===== config.mk =====
export PLATFORM = sky130hd
export DESIGN_NAME = priority_decoder
export DESIGN_NICKNAME = d
export VERILOG_FILES = /design/src/rtl/priority_codec_pkg.sv /design/src/rtl/code_fifo.sv /design/src/rtl/priority_decoder.sv
export SDC_FILE = /design/constraint.sdc
export NUM_CORES = 1
export LEC_CHECK = 0
export BUFFER_PORTS_ARGS = -buffer_cell sky130_fd_sc_hd__buf_2
export CAP_MARGIN = 0
export CORE_MARGIN = 2
export CORE_UTILIZATION = 36
export CTS_BUF_LIST = sky130_fd_sc_hd__clkbuf_16
export DETAILED_ROUTE_END_ITERATION = 16
export PLACE_DENSITY = 0.57
export SYNTH_ARGS = -nofsm -noshare
export SYNTH_HDL_FRONTEND = slang
export SYNTH_HIERARCHICAL = 1
export SYNTH_SLANG_ARGS = --single-unit

===== constraint.sdc =====
create_clock -name clk -period 4.3 [get_ports clk]
set_clock_uncertainty 0.15 [all_clocks]
set_input_delay 0.645 -clock clk [delete_from_list [all_inputs] [get_ports clk]]
set_output_delay 0.645 -clock clk [all_outputs]
set_load 0.01 [all_outputs]

===== src/rtl/priority_codec_pkg.sv =====
// ----------------------------------------------------------------------------
// Module   : priority_codec_pkg
// Brief    : Shared widths, entry layout and decode helper for the codec.
// Revision : 1.0
// ----------------------------------------------------------------------------
`default_nettype none

package priority_codec_pkg;

   localparam int CODE_W        = 3;
   localparam int ONEHOT_W      = 8;
   localparam int DEPTH_DEFAULT = 4;
   localparam int ENTRY_W       = CODE_W + 1;

   // Encoder side reports "no input active" with this flag instead of a code.
   localparam logic NONE_ACTIVE = 1'b1;

   typedef struct packed {
      logic              none;
      logic [CODE_W-1:0] code;
   } code_entry_t;

   function automatic logic [ONEHOT_W-1:0] decode_entry(code_entry_t e);
      logic [ONEHOT_W-1:0] oh;
      oh = '0;
      if (e.none != NONE_ACTIVE) begin
         for (int i = 0; i < ONEHOT_W; i++) begin
            if (e.code == CODE_W'(i)) begin
               oh[i] = 1'b1;
            end
         end
      end
      return oh;
   endfunction

endpackage

`default_nettype wire


===== src/rtl/code_fifo.sv =====
// ----------------------------------------------------------------------------
// Module   : code_fifo
// Brief    : Power-of-two circular buffer holding {none, code} entries.
// Revision : 1.0
// ----------------------------------------------------------------------------
`default_nettype none

module code_fifo
   import priority_codec_pkg::*;
#(
   parameter int DEPTH = DEPTH_DEFAULT,
   parameter int WIDTH = ENTRY_W
) (
   input  logic                     clk,
   input  logic                     rst_n,
   input  logic                     push_i,
   input  logic                     pop_i,
   input  logic [WIDTH-1:0]         wdata_i,
   output logic [WIDTH-1:0]         rdata_o,
   output logic [$clog2(DEPTH):0]   count_o,
   output logic                     empty_o
);

   localparam int PTR_W = $clog2(DEPTH);
   localparam int CNT_W = PTR_W + 1;
   localparam logic [PTR_W-1:0] PTR_ONE = PTR_W'(1);
   localparam logic [CNT_W-1:0] CNT_ONE = CNT_W'(1);

   logic [WIDTH-1:0] mem_q [DEPTH];
   logic [PTR_W-1:0] wr_ptr_q, wr_ptr_d;
   logic [PTR_W-1:0] rd_ptr_q, rd_ptr_d;
   logic [CNT_W-1:0] count_q, count_d;

   // Pointers wrap naturally because DEPTH is a power of two.
   always_comb begin
      wr_ptr_d = wr_ptr_q;
      rd_ptr_d = rd_ptr_q;
      count_d  = count_q;
      if (push_i) begin
         wr_ptr_d = wr_ptr_q + PTR_ONE;
      end
      if (pop_i) begin
         rd_ptr_d = rd_ptr_q + PTR_ONE;
      end
      case ({push_i, pop_i})
         2'b10:   count_d = count_q + CNT_ONE;
         2'b01:   count_d = count_q - CNT_ONE;
         default: count_d = count_q;
      endcase
   end

   always_ff @(posedge clk or negedge rst_n) begin
      if (!rst_n) begin
         wr_ptr_q <= '0;
         rd_ptr_q <= '0;
         count_q  <= '0;
         for (int i = 0; i < DEPTH; i++) begin
            mem_q[i] <= '0;
         end
      end else begin
         wr_ptr_q <= wr_ptr_d;
         rd_ptr_q <= rd_ptr_d;
         count_q  <= count_d;
         if (push_i) begin
            mem_q[wr_ptr_q] <= wdata_i;
         end
      end
   end

   assign rdata_o = mem_q[rd_ptr_q];
   assign count_o = count_q;
   assign empty_o = (count_q == '0);

endmodule

`default_nettype wire


===== src/rtl/priority_decoder.sv =====
// ----------------------------------------------------------------------------
// Module   : priority_decoder
// Brief    : Buffered 3-to-8 one-hot decoder with output register and seen mask.
// Revision : 1.0
// ----------------------------------------------------------------------------
`default_nettype none

module priority_decoder
   import priority_codec_pkg::*;
#(
   parameter int DEPTH = DEPTH_DEFAULT
) (
   input  logic                     clk,
   input  logic                     rst_n,
   input  logic                     in_valid,
   output logic                     in_ready,
   input  logic [CODE_W-1:0]        in_code,
   input  logic                     in_none,
   output logic                     out_valid,
   input  logic                     out_ready,
   output logic [ONEHOT_W-1:0]      out_onehot,
   output logic [ONEHOT_W-1:0]      seen_mask,
   input  logic                     clr_seen,
   output logic [$clog2(DEPTH):0]   count
);

   localparam int CNT_W = $clog2(DEPTH) + 1;
   localparam logic [CNT_W-1:0] CNT_FULL = CNT_W'(DEPTH);

   logic                w_push;
   logic                w_pop;
   logic                w_empty;
   logic                w_handshake;
   logic [ENTRY_W-1:0]  w_head;
   logic [CNT_W-1:0]    w_count;

   logic                out_valid_q,  out_valid_d;
   logic [ONEHOT_W-1:0] out_onehot_q, out_onehot_d;
   logic [ONEHOT_W-1:0] seen_q,       seen_d;

   code_entry_t w_wentry;

   assign w_wentry    = '{none: in_none, code: in_code};
   assign in_ready    = (w_count != CNT_FULL);
   assign w_push      = in_valid && in_ready;
   assign w_handshake = out_valid_q && out_ready;
   assign w_pop       = !w_empty && (!out_valid_q || out_ready);

   code_fifo #(
      .DEPTH (DEPTH),
      .WIDTH (ENTRY_W)
   ) u_fifo (
      .clk     (clk),
      .rst_n   (rst_n),
      .push_i  (w_push),
      .pop_i   (w_pop),
      .wdata_i (w_wentry),
      .rdata_o (w_head),
      .count_o (w_count),
      .empty_o (w_empty)
   );

   always_comb begin
      out_valid_d  = out_valid_q;
      out_onehot_d = out_onehot_q;
      seen_d       = seen_q;
      if (w_pop) begin
         out_valid_d  = 1'b1;
         out_onehot_d = decode_entry(code_entry_t'(w_head));
      end else if (w_handshake) begin
         out_valid_d  = 1'b0;
         out_onehot_d = '0;
      end
      // A clear coinciding with a handshake keeps only the value just delivered.
      if (clr_seen) begin
         seen_d = w_handshake ? out_onehot_q : '0;
      end else if (w_handshake) begin
         seen_d = seen_q | out_onehot_q;
      end
   end

   always_ff @(posedge clk or negedge rst_n) begin
      if (!rst_n) begin
         out_valid_q  <= 1'b0;
         out_onehot_q <= '0;
         seen_q       <= '0;
      end else begin
         out_valid_q  <= out_valid_d;
         out_onehot_q <= out_onehot_d;
         seen_q       <= seen_d;
      end
   end

   assign out_valid  = out_valid_q;
   assign out_onehot = out_onehot_q;
   assign seen_mask  = seen_q;
   assign count      = w_count;

endmodule

`default_nettype wire


# After elaboration in Yosys (flattened, before gate mapping)
# Index checks and enable logic that the tools add are counted.
[totals]
regBits = 40
[classes]
n_addsub = 4
order_cmp = 3
n_eq_ne = 10
mux = 23
bitwise_logic = 3
reduce_logical = 12
[op_table]
columns = ["op", "n"]
rows = [
  ["8-bit 2-to-1 mux", 6],
  ["16-bit bitwise mux", 1],
  ["3-bit equality test, second input constant", 4],
  ["4-bit 2-to-1 mux", 3],
  ["1-bit 2-to-1 mux", 10],
  ["4-bit binary-select mux with 2-bit select", 1],
  ["4-bit demux with 2-bit select", 1],
  ["8-bit OR", 1],
  ["3-bit by 2-bit equality test with 1-bit output, second input constant", 2],
  ["3-bit greater-or-equal comparator, second input constant", 2],
  ["3-bit zero test", 2],
  ["2-bit inverter with 3-bit output", 2],
  ["3-bit case mux with 2 select lines", 1],
  ["2-bit nonzero test", 3],
  ["2-bit by 1-bit adder with 2-bit output, second input constant", 2],
  ["1-bit logical AND", 4],
  ["3-bit by 1-bit adder with 3-bit output, second input constant", 1],
  ["3-bit by 1-bit equality test with 1-bit output, second input constant", 1],
  ["3-bit by 1-bit < comparator with 1-bit output, second input constant", 1],
  ["3-bit inequality test, second input constant", 1],
  ["3-bit by 1-bit subtractor with 3-bit output, second input constant", 1],
  ["2-bit by 1-bit equality test with 1-bit output, second input constant", 1],
  ["2-bit equality test, second input constant", 1],
  ["1-bit zero test", 2],
  ["1-bit logical OR", 1],
]

# Logic depth before layout (Yosys ltp)
[logic_depth]
ltp_word = 8
mapped_depth = 11

# Hierarchy
# Netlist, hierarchy kept.
[by_module_without_submodules]
columns = ["module", "n_inst", "cells_per_inst", "area_each_um2", "seq_area_each_um2"]
rows = [
  ["code_fifo", 1, 73, 1068.5, 575.6],
  ["priority_decoder", 1, 66, 701.9, 425.4],
]

# Worst setup path after synthesis
# No wires, ideal clock.
[synth_path]
path_kind = "input to register"
startpoint = "in out_ready"
endpoint = "reg u_fifo.count_q[2], in the netlist u_fifo/count_o[2]"
setup_time_ps = 79
arrival_time_ps = 1991
required_ps = 4071
path_slack_ps = 2080
path_stages = 8
n_path_buf = 0
cell_sequence = "and2b_1 -> nor2_1 -> ha_1 -> inv_1 -> fa_1 -> xor2_1 -> nor2_1 -> xor2_1"
[synth_via]
elab_chain_cells = 4
word_cells_on_any_way = 6
classes_between = "eq/ne (2); mux (1); reduce/logical (3)"
[synth_lines]
columns = ["item", "line", "source"]
rows = [
  ["start, declared", "priority_decoder.sv:20", "input logic out_ready,"],
  ["1-bit logical OR (*)", "priority_decoder.sv:47", "assign w_pop = !w_empty && (!out_valid_q || out_ready);"],
  ["1-bit logical AND (*)", "priority_decoder.sv:47", ""],
  ["2-bit by 1-bit equality test with 1-bit output / 2-bit equality test (equally long branches)", "code_fifo.sv:45", "case ({push_i, pop_i})"],
  ["3-bit case mux with 2 select lines / 2-bit nonzero test (equally long branches)", "n/a", ""],
  ["end signal, assigned", "code_fifo.sv:63", "count_q <= count_d;"],
  ["end, declared", "code_fifo.sv:32", "logic [CNT_W-1:0] count_q, count_d;"],
]
# Every way passes the cells marked *; elsewhere a longest branch is shown, timed or not.
# A chain may end at the register's enable or synchronous reset.

# Final worst setup path
[layout_path]
startpoint = "reg u_fifo.count_q[0], in the netlist u_fifo/count_o[0]"
endpoint = "reg u_fifo.count_q[2], in the netlist u_fifo/count_o[2]"
[layout_via]
word_cells_on_any_way = 11
classes_between = "add/sub (2); eq/ne (3); mux (1); reduce/logical (5)"
[layout_rtl]
columns = ["item", "line", "source"]
rows = [
  ["3-bit inequality test (*)", "priority_decoder.sv:44", "assign in_ready = (w_count != CNT_FULL);"],
  ["1-bit logical AND (*)", "priority_decoder.sv:45", "assign w_push = in_valid && in_ready;"],
  ["via w_push", "priority_decoder.sv:30", "logic w_push;"],
  ["2-bit by 1-bit equality test with 1-bit output / 2-bit equality test (equally long branches)", "code_fifo.sv:45", ""],
  ["3-bit case mux with 2 select lines / 2-bit nonzero test (equally long branches)", "n/a", ""],
]
# The timed path passes the listed nets; every way through them passes the cells marked *.

==> results by group <==
Global routing
  • GRT busiest layer: met2
  • GR Layer Usage met3: 4.47%
  • Initial antenna violation count: 0
  • Total track usage: 14.6%
  • First-pass GRT wire length: 5.77 mm
  • M1 GR Usage: 15.5%
  • Vias in the first global route: 1259
  • GR met2 Demand/Resource: 26.2%
  • Gr ovfl total: 0
  • Largest net degree at the start of global routing: 41

Logic synthesis
  • Post-Synth Adder-Cell Area: 4.66%
  • Largest cells by area after synthesis: dfrtp_1 (57%), mux2_2 (10%), mux4_2 (5.1%), ha_1 (3.5%), a32o_1 (3.4%)
  • FFs w/ async S/R, synth: 100%
  • Post-synthesis compound-gate area fraction: 7.42%
  • Syn_nets: 154
  • Main combinational cell family by area after synthesis: multiplexers
  • FF+latch count, synth: 40
  • Mux cell area share after synthesis: 15.8%
  • Seq/Total Area, Yosys: 56.5%
  • Netlist cell types: 25
  • Avg Cell Area, Syn: 12.7 um^2
  • Post-synth EDFFs: 0
  • Cell taking the most area after synthesis: dfrtp_1
  • Synth Instances: 139
  • Synth Area in Simple Gates: 8.06%
  • Post-synth top area share: 56.5%
  • YS warnings: 6
  • Dominant synthesized flop cell: dfrtp_1
  • Synth top cells by count: dfrtp_1 (40), mux2_2 (16), nand2_1 (16)
  • XOR/XNOR share of the synthesized area: 2.97%
  • Most frequent cell after synthesis: dfrtp_1
  • Syn Std Cell Area: 0.00177 mm^2

Setup path
  • CP endpoint kind: flop
  • Crit Path Max Fanout: 8
  • Worst Path Arrival: 2280 ps
  • Crit Path Class: reg2reg
  • Worst EP required: 4350 ps
  • Startpoint types: flop

Worst hold path
  • Min-delay worst type: in2async

Drt
  • Routed wire length: 3.40 mm
  • Via/cell ratio: 4.73
  • Initial DRC count: 49
  • DRC violation count after routing: 0
  • Antenna viol nets, final: 0
  • WL per Instance: 14.2 um
  • Vias: 1131
  • Pre-antenna DRT Iters: 4

Power
  • Total Power: 1.66 mW
  • P per Cell Area: 785 mW/mm^2
  • Leakage Power: 0.997 nW
  • Maximum vdd drop: 0.000321 V

Floorplan
  • FP Rows: 25
  • Width of the die: 74.1 um
  • Core area: 0.00472 mm^2
  • Initial Util: 37.5%
  • Height of the die: 74.1 um
  • Die ar.: 0.00549 mm^2
  • IO Pins: 30

Timing
  • Fin Setup TNS: 0 ps
  • Setup violators final: 0
  • Achievable Freq: 0.449 GHz
  • Unrepaired setup endpoints after global routing: false
  • Worst hold slack: 321 ps
  • Slew headroom: 41.7%
  • Worst Tran Pin Value: 875 ps
  • Final period util: 51.8%
  • Crit path time final: 2230 ps
  • Max-slew violations: 0
  • Final Hold Viols: 0

Clocking
  • Post-CTS Setup Bufs: 0
  • Clock sink total: 40
  • Bufs on Longest Clock Path: 2
  • Total CTS buffers: 5
  • CTS tree: yes
  • CTS Root Cell: clkbuf_16
  • Hold Buf Count CTS: 0
  • H-Tree Depth: 2
  • Worst skew pair latency: 280 ps
  • PostCTS Resize Cnt: 0
  • Worst-path clk slew: 50 ps

Place
  • IO Port Bufs: 29
  • Post-placement cell count: 232
  • Dpl hpwl: 2.54 mm
  • Final GP Congestion: 0.697

Layout
  • P&R area growth vs syn: 19.2%
  • Layout cells sized above 1: 33.7%
  • Final Non-Filler Cells: 239
  • Antenna diodes: 0
  • Nets@finish: 187

Flow run
  • Maxcap violations: 0

Run status
  • Status: completed
==> area by class of cell <==
| cell class | instances | area (um^2) |
|---|---|---|
| clock buffers | 5 | 125 |
| clock inverters | 2 | 8.76 |
| fillers | 448 | 2610 |
| inverters | 15 | 56.3 |
| multi-input cells | 81 | 689 |
| flip-flops and latches | 40 | 1000 |
| well taps | 67 | 83.8 |
| repair buffers | 29 | 145 |
==> power breakdown <==
part | internal, mW | leakage [nW] | switching (mW)
clock | 0.208 | 0.0709 | 0.133
sequential | 0.548 | 0.501 | 0.130
combinational | 0.319 | 0.425 | 0.319
total | 1.07 | 0.997 | 0.582
==> worst max-delay path, cell delays in order (launching register included) <==
cell and delay [ps]:
dfrtp_1 430, nor2_1 110, nand2_1 70, and2_1 250, inv_1 90, ha_1 180
inv_1 70, fa_1 380, xor2_1 150, nor2_1 110, xor2_1 160
==> state kept, by name, indices dropped and copies added (netlist names) <==
signal	cells
out_onehot	8
u_fifo/count_o	3
u_fifo/mem_q	16
u_fifo/wr_ptr_q	2
seen_mask	8
u_fifo/rd_ptr_q	2
out_valid	1
==> path summary, 6_finish.rpt <==
check | from | endpoint | slack (ps) | cells after the start
min in group clk | u_fifo/mem_q[4] | u_fifo/mem_q[4] | 350 | 1
max | u_fifo/count_o[0] | u_fifo/count_o[2] | 2070 | 10
min reg2reg | u_fifo/mem_q[4] | u_fifo/mem_q[4] | 350 | 1
min | rst_n | out_valid | 320 | 1
max reg2reg | u_fifo/count_o[0] | u_fifo/count_o[2] | 2070 | 10
max in group asynchronous | rst_n | u_fifo/mem_q[10] | 3120 | 1
==> metal layers <==
metal  routed length, um  share of wire (%)
met1                1410                 41
met2                1770                 52
met4                  72                2.1
met3                 142                4.2
met5                   0                  0
==> layout by cell type (no fill, tap or decap), drive strengths merged <==
master,count
a22o,2
a32o,6
and2,2
and2b,1
and3,1
buf,29
clkbuf,5
clkinv,1
dfrtp,40
fa,1
ha,5
inv,16
mux2,16
mux2i,1
mux4,4
nand2,16
nand2b,1
nor2,5
nor2b,1
nor3,3
o21ai,10
xnor2,2
xor2,4
==> cells by family (layout without fill, tap and decap cells) <==
logic type                 count (synthesis)  after routing
xor gates and xnor gates                   6              6
and+or+nand+nor                           30             30
buffers and inverters                     18             51
DFF                                       40             40
AOI/OAI and AO/OA                         18             18
muxes                                     21             21
adders and majority gates                  6              6
==> metrics by stage <==
step | setup WS, ps | utilization (%) | cell area, um^2
CTS | 2050 | 44.7 | 2110
global route | 1940 | 44.7 | 2110
detailed placement | 1810 | 41.8 | 1980
finish | 2070 | 44.7 | 2110
global placement | 1920 | 41.8 | 1980
floorplan | 2080 | - | 1770
(Power assumes the default switching activity.)
